**src/rtl/spi_master_core.sv**
```systemverilog
// spi_master_core: 32-bit SPI master behind a 4-register memory-mapped interface.
// Optional build macro SPI_LSB_FIRST_EN selects LSB-first shifting (default is MSB first).
module spi_master_core #(
    parameter int DATA_W = 32,
    parameter int ADDR_W = 2
) (
    input  logic              clk,
    input  logic              rst,
    input  logic              sclk,
    input  logic              miso,
    output logic              mosi,
    output logic              ss,
    input  logic [DATA_W-1:0] data_in,
    input  logic [ADDR_W-1:0] address,
    output logic [DATA_W-1:0] data_out,
    output logic              interrupt,
    input  logic              sel,
    input  logic              read,
    input  logic              write
);

    localparam int CNT_W = $clog2(DATA_W + 1);
    localparam logic [CNT_W-1:0] LAST_BIT = CNT_W'(DATA_W);

    localparam logic [ADDR_W-1:0] ADDR_RX     = ADDR_W'(0);
    localparam logic [ADDR_W-1:0] ADDR_TX     = ADDR_W'(1);
    localparam logic [ADDR_W-1:0] ADDR_READY  = ADDR_W'(2);
    localparam logic [ADDR_W-1:0] ADDR_INT_EN = ADDR_W'(3);

    typedef enum logic [1:0] {IDLE, WAIT_FALL, SHIFT} state_t;

    state_t              state;
    logic [DATA_W-1:0]   tx_shift, rx_shift, rx_hold, tx_hold;
    logic [DATA_W-1:0]   tx_next, rx_next, rd_mux;
    logic [CNT_W-1:0]    bit_cnt;
    logic                tx_bit, ready, int_en, busy;
    logic                sclk_meta, sclk_sync, sclk_prev;
    logic                sclk_rise, sclk_fall;
    logic                rd_en, wr_tx, wr_int_en, rd_rx;

    // Bus handshake: an access happens in any cycle where sel is high together with
    // read or write; there is no wait state, reads return data_out on the next cycle.
    assign rd_en     = sel && read;
    assign rd_rx     = rd_en && (address == ADDR_RX);
    assign wr_tx     = sel && write && (address == ADDR_TX);
    assign wr_int_en = sel && write && (address == ADDR_INT_EN);

    assign sclk_rise = sclk_sync && !sclk_prev;
    assign sclk_fall = !sclk_sync && sclk_prev;
    assign interrupt = ready && int_en;

    always_comb begin
`ifdef SPI_LSB_FIRST_EN
        tx_bit  = tx_shift[0];
        tx_next = {1'b0, tx_shift[DATA_W-1:1]};
        rx_next = {miso, rx_shift[DATA_W-1:1]};
`else
        tx_bit  = tx_shift[DATA_W-1];
        tx_next = {tx_shift[DATA_W-2:0], 1'b0};
        rx_next = {rx_shift[DATA_W-2:0], miso};
`endif
    end

    always_comb begin
        rd_mux = '0;
        case (address)
            ADDR_RX:     rd_mux = rx_hold;
            ADDR_TX:     rd_mux = tx_hold;
            ADDR_READY:  rd_mux = {{(DATA_W-1){1'b0}}, ready};
            ADDR_INT_EN: rd_mux = {{(DATA_W-1){1'b0}}, int_en};
            default:     rd_mux = '0;
        endcase
    end

    always_ff @(posedge clk or posedge rst) begin
        if (rst) begin
            // sclk idles high, so the synchronizer starts high to avoid a false edge
            sclk_meta <= 1'b1;
            sclk_sync <= 1'b1;
            sclk_prev <= 1'b1;
            state     <= IDLE;
            ss        <= 1'b1;
            mosi      <= 1'b0;
            data_out  <= '0;
            ready     <= 1'b0;
            int_en    <= 1'b0;
            busy      <= 1'b0;
            tx_shift  <= '0;
            rx_shift  <= '0;
            rx_hold   <= '0;
            tx_hold   <= '0;
            bit_cnt   <= '0;
        end else begin
            sclk_meta <= sclk;
            sclk_sync <= sclk_meta;
            sclk_prev <= sclk_sync;
            data_out  <= rd_en ? rd_mux : '0;

            if (wr_int_en)
                int_en <= data_in[0];
            // Completion below sets ready after this, so a colliding RX read loses.
            if (rd_rx)
                ready <= 1'b0;

            case (state)
                IDLE: begin
                    if (wr_tx) begin
                        tx_hold  <= data_in;
                        tx_shift <= data_in;
                        ready    <= 1'b0;
                        busy     <= 1'b1;
                        bit_cnt  <= '0;
                        state    <= WAIT_FALL;
                    end
                end
                WAIT_FALL: begin
                    if (sclk_fall) begin
                        ss       <= 1'b0;
                        mosi     <= tx_bit;
                        tx_shift <= tx_next;
                        state    <= SHIFT;
                    end
                end
                SHIFT: begin
                    if (sclk_rise) begin
                        rx_shift <= rx_next;
                        bit_cnt  <= bit_cnt + 1'b1;
                    end else if (sclk_fall) begin
                        if (bit_cnt < LAST_BIT) begin
                            mosi     <= tx_bit;
                            tx_shift <= tx_next;
                        end else begin
                            ss      <= 1'b1;
                            mosi    <= 1'b0;
                            rx_hold <= rx_shift;
                            ready   <= 1'b1;
                            busy    <= 1'b0;
                            bit_cnt <= '0;
                            state   <= IDLE;
                        end
                    end
                end
                default: state <= IDLE;
            endcase
        end
    end

endmodule

```
**config.mk**
```make
export PLATFORM = sky130hd
export DESIGN_NAME = spi_master_core
export DESIGN_NICKNAME = d
export VERILOG_FILES = /design/src/rtl/spi_master_core.sv
export SDC_FILE = /design/constraint.sdc
export NUM_CORES = 1
export LEC_CHECK = 0
export ABC_AREA = 1
export CELL_PAD_IN_SITES_DETAIL_PLACEMENT = 0
export CELL_PAD_IN_SITES_GLOBAL_PLACEMENT = 1
export CORE_MARGIN = 2
export CORE_UTILIZATION = 25
export DETAILED_ROUTE_END_ITERATION = 8
export PLACE_DENSITY_LB_ADDON = 0.1
export SLEW_MARGIN = 20
export SYNTH_ARGS = -nofsm -noshare
export SYNTH_HDL_FRONTEND = slang
export SYNTH_SLANG_ARGS = --single-unit
```
**constraint.sdc**
```tcl
create_clock -name clk -period 12.9 [get_ports clk]
set_clock_uncertainty 0.05 [all_clocks]
set_input_delay 1.935 -clock clk [delete_from_list [all_inputs] [get_ports clk]]
set_output_delay 1.935 -clock clk [all_outputs]
set_load 0.02 [all_outputs]
```
==> results of run 1 <==
registers in the layout (all words and copies together), names as in the netlist:
name / cells
ss: 1
rx_hold: 32
mosi: 1
state: 2
sclk_sync: 1
sclk_prev: 1
ready: 1
tx_shift: 32
sclk_meta: 1
data_out: 32
rx_shift: 32
tx_hold: 32
int_en: 1
bit_cnt: 6
final cells by class:
cell class / instances / area share (%)
sequential: 175 / 48.9
multi-input combinational: 529 / 26.8
timing repair buffer: 82 / 8.99
tap: 384 / 5.35
clock buffer: 21 / 5.13
inverter: 79 / 3.36
clock inverter: 11 / 1.48
Yosys cell counts:
cell type,instances,area [um2]
a21oi_1,2,10.0
a41oi_1,1,8.76
buf_1,8,30.0
buf_2,17,85.1
buf_4,3,22.5
clkbuf_1,19,71.3
dfrtp_1,171,4280
dfstp_2,4,105
ha_1,8,100
inv_1,78,293
inv_2,1,3.75
nand2_1,282,1060
nand2_2,1,6.26
nand2_4,1,11.3
nand3_1,10,50.1
nand3b_1,1,7.51
nand4_1,6,37.5
nor2_1,7,26.3
nor2_4,2,22.5
nor3_1,1,5.00
o21ai_0,188,941
o21ai_1,15,75.1
o31ai_1,1,7.51
or2_2,2,12.5
or3_1,1,6.26
layout by cell type (no fill, tap or decap), drive strengths merged:
master / netlist / routed
a21oi: 2 / 2
nand4: 6 / 6
nor2: 9 / 9
or2: 2 / 2
clkdlybuf4s50: 0 / 75
clkbuf: 19 / 21
clkinv: 0 / 5
buf: 28 / 7
o21ai: 203 / 203
nand3: 10 / 10
bufinv: 0 / 2
nand3b: 1 / 1
clkinvlp: 0 / 2
nor3: 1 / 1
ha: 8 / 8
a41oi: 1 / 1
dfstp: 4 / 4
inv: 79 / 81
o31ai: 1 / 1
or3: 1 / 1
dfrtp: 171 / 171
nand2: 284 / 284
final timing paths:
path / from / cells after the start / to
max in group asynchronous: rst / 3 / data_out[24]
min in group asynchronous: rst / 2 / rx_shift[2]
min reg2reg: sclk_meta / 0 / sclk_sync
min: sclk_meta / 0 / sclk_sync
max: address[0] / 9 / tx_shift[6]
max reg2reg: state[0] / 9 / tx_shift[6]
power groups by stage:
stage	Clock (mW)	Combinational, mW	Sequential (mW)
after global routing	0.565	0.552	0.740
final	0.522	0.471	0.723
after floorplan	0	0.356	0.723
after global placement	0	0.478	0.734
after detailed placement	0	0.479	0.733
after CTS	0.542	0.481	0.724
through the flow:
step	util [%]	cells	total power [mW]
5_1_grt	31.3	1281	1.86
2_1_floorplan	-	830	1.08
6_report	31.3	1281	1.72
3_3_place_gp	29.2	1249	1.21
3_5_place_dp	29.2	1249	1.21
4_1_cts	31.2	1281	1.75
routing by layer:
layer  vias up  part of all wire (%)  global-route usage [%]
met5         -                     0                       0
li1       2743                     -                       -
met3        11                   2.4                    2.42
met1      2513                    55                    19.9
met4         0                  0.94                    3.54
met2        82                    42                    17.0
logic make-up (layout without fill, tap and decap cells):
family,Yosys count,after routing,share of synthesized area (%)
and+or+nand+nor,314,314,17.1
buffers and inverters,126,193,6.95
DFF,175,175,60.3
AOI/OAI and AO/OA,207,207,14.3
adders and majority gates,8,8,1.38
critical path: stages:
cell,delay [ns]
clkdlybuf4s50_1,0.55
inv_2,0.08
nor2_4,0.55
nand2_1,0.14
nand2_2,0.18
nand2_4,0.24
nor2_4,0.68
nand2_1,0.14
nand2_1,0.11
==> impl_results.md, run 1 <==
* DP Worst Slack at 7.96 ns
* CTS root buf: clkbuf_16
* DRC viols at 0
* First-pass GRT wire length at 29700 um
* Ant. Diodes at 0
* Seq/Total Area, Yosys at 60.3%
* Finished Cell Area at 8970 um2
* Max-cap violation count at 0
* # setup viols final at 0
* Area Growth Syn to Fin at 23.3%
* Pint at 1.11 mW
* Worst skew pair latency at 0.42 ns
* Avg Inst Size Synth at 8.77 um2
* Largest net degree at the start of global routing at 99
* CP Data Required Time at 13.21 ns
* Mapped Cells at 830
* Final #Nets at 933
* Status: complete, no violations
* Final worst slack at 8.58 ns
* Fin crit period at 4.32 ns
* Port bufs at 75
* Cts bufs inserted at 17
* FP Rows at 62
* CP arrival at 4.63 ns
* # clock sinks at 175
* Remaining Overflow, GRT at 0
* CTS tree: done
* Share of power burned in registers at 42.2%
* Layout cell share with drive strength beyond 1 at 5.91%
* Worst vdd ir at 0.176 mV
* Final Slew Violations at 0
* Core area at 28700 um2
* Gpl congestion at 0.701
* ANT nets after route at 0
* Detailed Routing Iterations Pass 1 at 5
* Crit path capture type: flop
* Sw frac at 35.3%
* Placed Area at 8370 um2
* Crit path max fanout at 34
* Total track usage at 12.5%
* Type of the worst setup path: in2reg
* Total die area at 30500 um2
* Comb pwr share at 27.4%
* # fillers at 3092
* Clk pwr share at 30.4%
* Synth Register Bits at 175
* RSZ-0062 raised after global routing: no
* WL per Instance at 14.3 um
* Longest Clk Path Bufs at 2
* Drt total wl at 18300 um
* Hold_ws at 0.308 ns
* Starting density of the core at 25.3%
* Yosys warns at 0
* P_sw at 0.605 mW
* Hold-fix buffers, CTS at 0
* Footprint of the multi-input gates at 2410 um2
* DRT iter0 DRCs at 386
* R2R Setup Slk at 10.01 ns
* Reg area at 4380 um2
* Ports at 76
* Slew HR at 35.8%
* Achievable frequency at 232 MHz
* TNS Setup at 0 ns
* Hold Path Class: reg2reg
* Post-DP HPWL at 11700 um
* Synth unique cells at 25
* Setup bufs post-CTS at 0
* Critical path launch point type: input port
* Final Hold Viols at 0
* Post-synthesis cell area at 7280 um2
* Die H at 175 um
* CTS resizes at 0
* Leakage at 4.04 nW
* Period utilization at 33.5%
* Antenna violations before repair at 0
* Pwr Density at 191 nW/um2
* Clock slew at reported path FFs at 0.07 ns
* Worst slew pin tran at 0.962 ns
* Via Count at 5349
* Vias in the first global route at 5197
* Max H-tree Level at 4
* Syn Nets at 879
* Vias/cell at 4.18
* Die W at 175 um
Power figures use the tool's default switching activity.
==> inputs of run 2 (changes only) <==
Clock period 12.9 ns to 3.8 ns, I/O delays scaled along.
==> run 2 against run 1 <==
Against the previous run: sequential share of layout area fell by 0.38 points; utilization grew 0.24 points; register-to-register slack got worse by 8.7 ns; clock power rose to 3.5 times the previous value; sequential cell count stayed put; critical endpoint is now tx_shift[13]; wire length up 0.62%; largest cell class unchanged; sequential power grew to 3.4 times the previous value; combinational power rose to 3.4 times the previous value; clock-buffer cell count down 2.
==> impl_results.md, run 2 (same netlist as run 1, synthesis figures left out) <==
* Period utilization at 65.1%
* WL per Instance at 14.3 um (+0.15%)
* Final Hold Viols at 0 (unchanged)
* Pwr Density at 651 nW/um2 (+240%)
* Pint at 3.84 mW (+250%)
* Status: complete, no violations
* Die H at 175 um (unchanged)
* Detailed Routing Iterations Pass 1 at 6 (+1)
* Remaining Overflow, GRT at 0 (unchanged)
* Max H-tree Level at 4 (unchanged)
* Largest net degree at the start of global routing at 67 (-32%)
* TNS Setup at 0 ns (unchanged)
* CTS tree: done
* Post-DP HPWL at 12100 um (+3.2%)
* First-pass GRT wire length at 30200 um (+1.6%)
* Clock slew at reported path FFs at 0.07 ns (about the same)
* Die W at 175 um (unchanged)
* Type of the worst setup path: reg2reg
* Leading cell type in the layout, fill and taps excluded: nand2_1
* Antenna violations before repair at 0 (unchanged)
* Share of power burned in registers at 41.6% (-0.6 points)
* Final core occ at 31.5% (+0.24 points)
* Ports at 76 (unchanged)
* Achievable frequency at 404 MHz
* # clock sinks at 175 (unchanged)
* Final #Nets at 939 (+0.64%)
* Hold Path Class: reg2reg
* Worst slew pin tran at 0.890 ns (-0.0724 ns)
* Port bufs at 75 (unchanged)
* Cts bufs inserted at 17 (unchanged)
* CP Data Required Time at 4.11 ns (-9.10 ns)
* Starting density of the core at 25.3% (unchanged)
* Final Slew Violations at 0 (unchanged)
* Setup bufs post-CTS at 0 (unchanged)
* Max-cap violation count at 0 (unchanged)
* CP arrival at 2.79 ns (-1.84 ns)
* Worst vdd ir at 0.273 mV (+55%)
* P_sw at 2.05 mW (+240%)
* Hold-fix buffers, CTS at 0 (unchanged)
* ANT nets after route at 0 (unchanged)
* Vias/cell at 4.15 (-0.50%)
* Area Growth Syn to Fin at 24.3%
* CTS root buf: clkbuf_16
* Clk pwr share at 30.9% (+0.5 points)
* Crit path max fanout at 33 (-2.9%)
* Critical path launch point type: flop
* Total track usage at 12.7% (+0.12 points)
* FP Rows at 62 (unchanged)
* Fin crit period at 2.47 ns
* CTS resizes at 0 (unchanged)
* Longest Clk Path Bufs at 2 (unchanged)
* Crit path capture type: flop
* Total power at 5.89 mW (+240%)
* Drt total wl at 18400 um (+0.62%)
* Leakage at 4.09 nW (+1.2%)
* Sw frac at 34.8% (-0.48 points)
* DRC viols at 0 (unchanged)
* Gpl congestion at 0.725 (+3.4%)
* Most frequent cells in the layout: nand2_1, o21ai_0, dfrtp_1
* # setup viols final at 0 (unchanged)
* Via Count at 5347 (-0.037%)
* Total die area at 30500 um2 (unchanged)
* DRT iter0 DRCs at 408 (+5.7%)
* Ant. Diodes at 0 (unchanged)
* Worst skew pair latency at 0.43 ns (about the same)
* Layout cell share with drive strength beyond 1 at 6.64% (+0.74 points)
* Comb pwr share at 27.5% (about the same)
* Vias in the first global route at 5302 (+2.0%)
* Slew HR at 40.7% (+4.8 points)
* Core area at 28700 um2 (unchanged)
* RSZ-0062 raised after global routing: no
## run 2: cell type report
type,count,area (um2)
clock buffers,19,443
clock inverters,13,163
fillers,3081,19700
inverters,79,300
multi-input cells,529,2400
flip-flops and latches,175,4380
well taps,384,480
repair buffers,88,873
## run 2: layer usage
| metal | track usage, % | part of all wire (%) | up-vias |
|---|---|---|---|
| met5 | 0 | 0 | - |
| met2 | 17.5 | 41 | 72 |
| met1 | 19.9 | 55 | 2504 |
| li1 | - | - | 2760 |
| met4 | 3.85 | 1.0 | 0 |
| met3 | 2.22 | 2.7 | 11 |
## run 2: power by group through the flow
stage	Clock, mW	Combinational [mW]	Sequential (mW)
2_1_floorplan	0	1.21	2.45
6_report	1.82	1.62	2.45
5_1_grt	1.96	1.91	2.50
3_5_place_dp	0	1.65	2.48
3_3_place_gp	0	1.66	2.49
4_1_cts	1.88	1.66	2.45
## run 2: per-stage QoR
step                      setup slack, ns  cells  instance area, um2  hold slack, ns
after floorplan                     0.945    830                7280           0.295
after global placement               1.01   1255                8440           0.296
after detailed placement            0.999   1255                8440           0.297
after CTS                            1.29   1287                9040           0.308
after global routing                 1.05   1287                9040           0.317
final                                1.33   1287                9040           0.307
## run 2: final timing paths
kind | end | startpoint | cells past startpoint | slack [ns]
min in group asynchronous | mosi | rst | 2 | 0.50
min | sclk_sync | sclk_meta | 0 | 0.31
max reg2reg | tx_shift[13] | state[0] | 7 | 1.33
max in group asynchronous | rx_hold[19] | rst | 3 | 2.49
max | tx_shift[13] | state[0] | 7 | 1.33
min reg2reg | sclk_sync | sclk_meta | 0 | 0.31
## run 2: worst max-delay path: stages, from the launching register on
cell	delay [ns]
dfrtp_1	0.40
inv_1	0.09
ha_1	0.36
o21ai_1	0.32
nand2_4	0.26
nor2_4	0.69
nand2_1	0.12
nand2_1	0.10
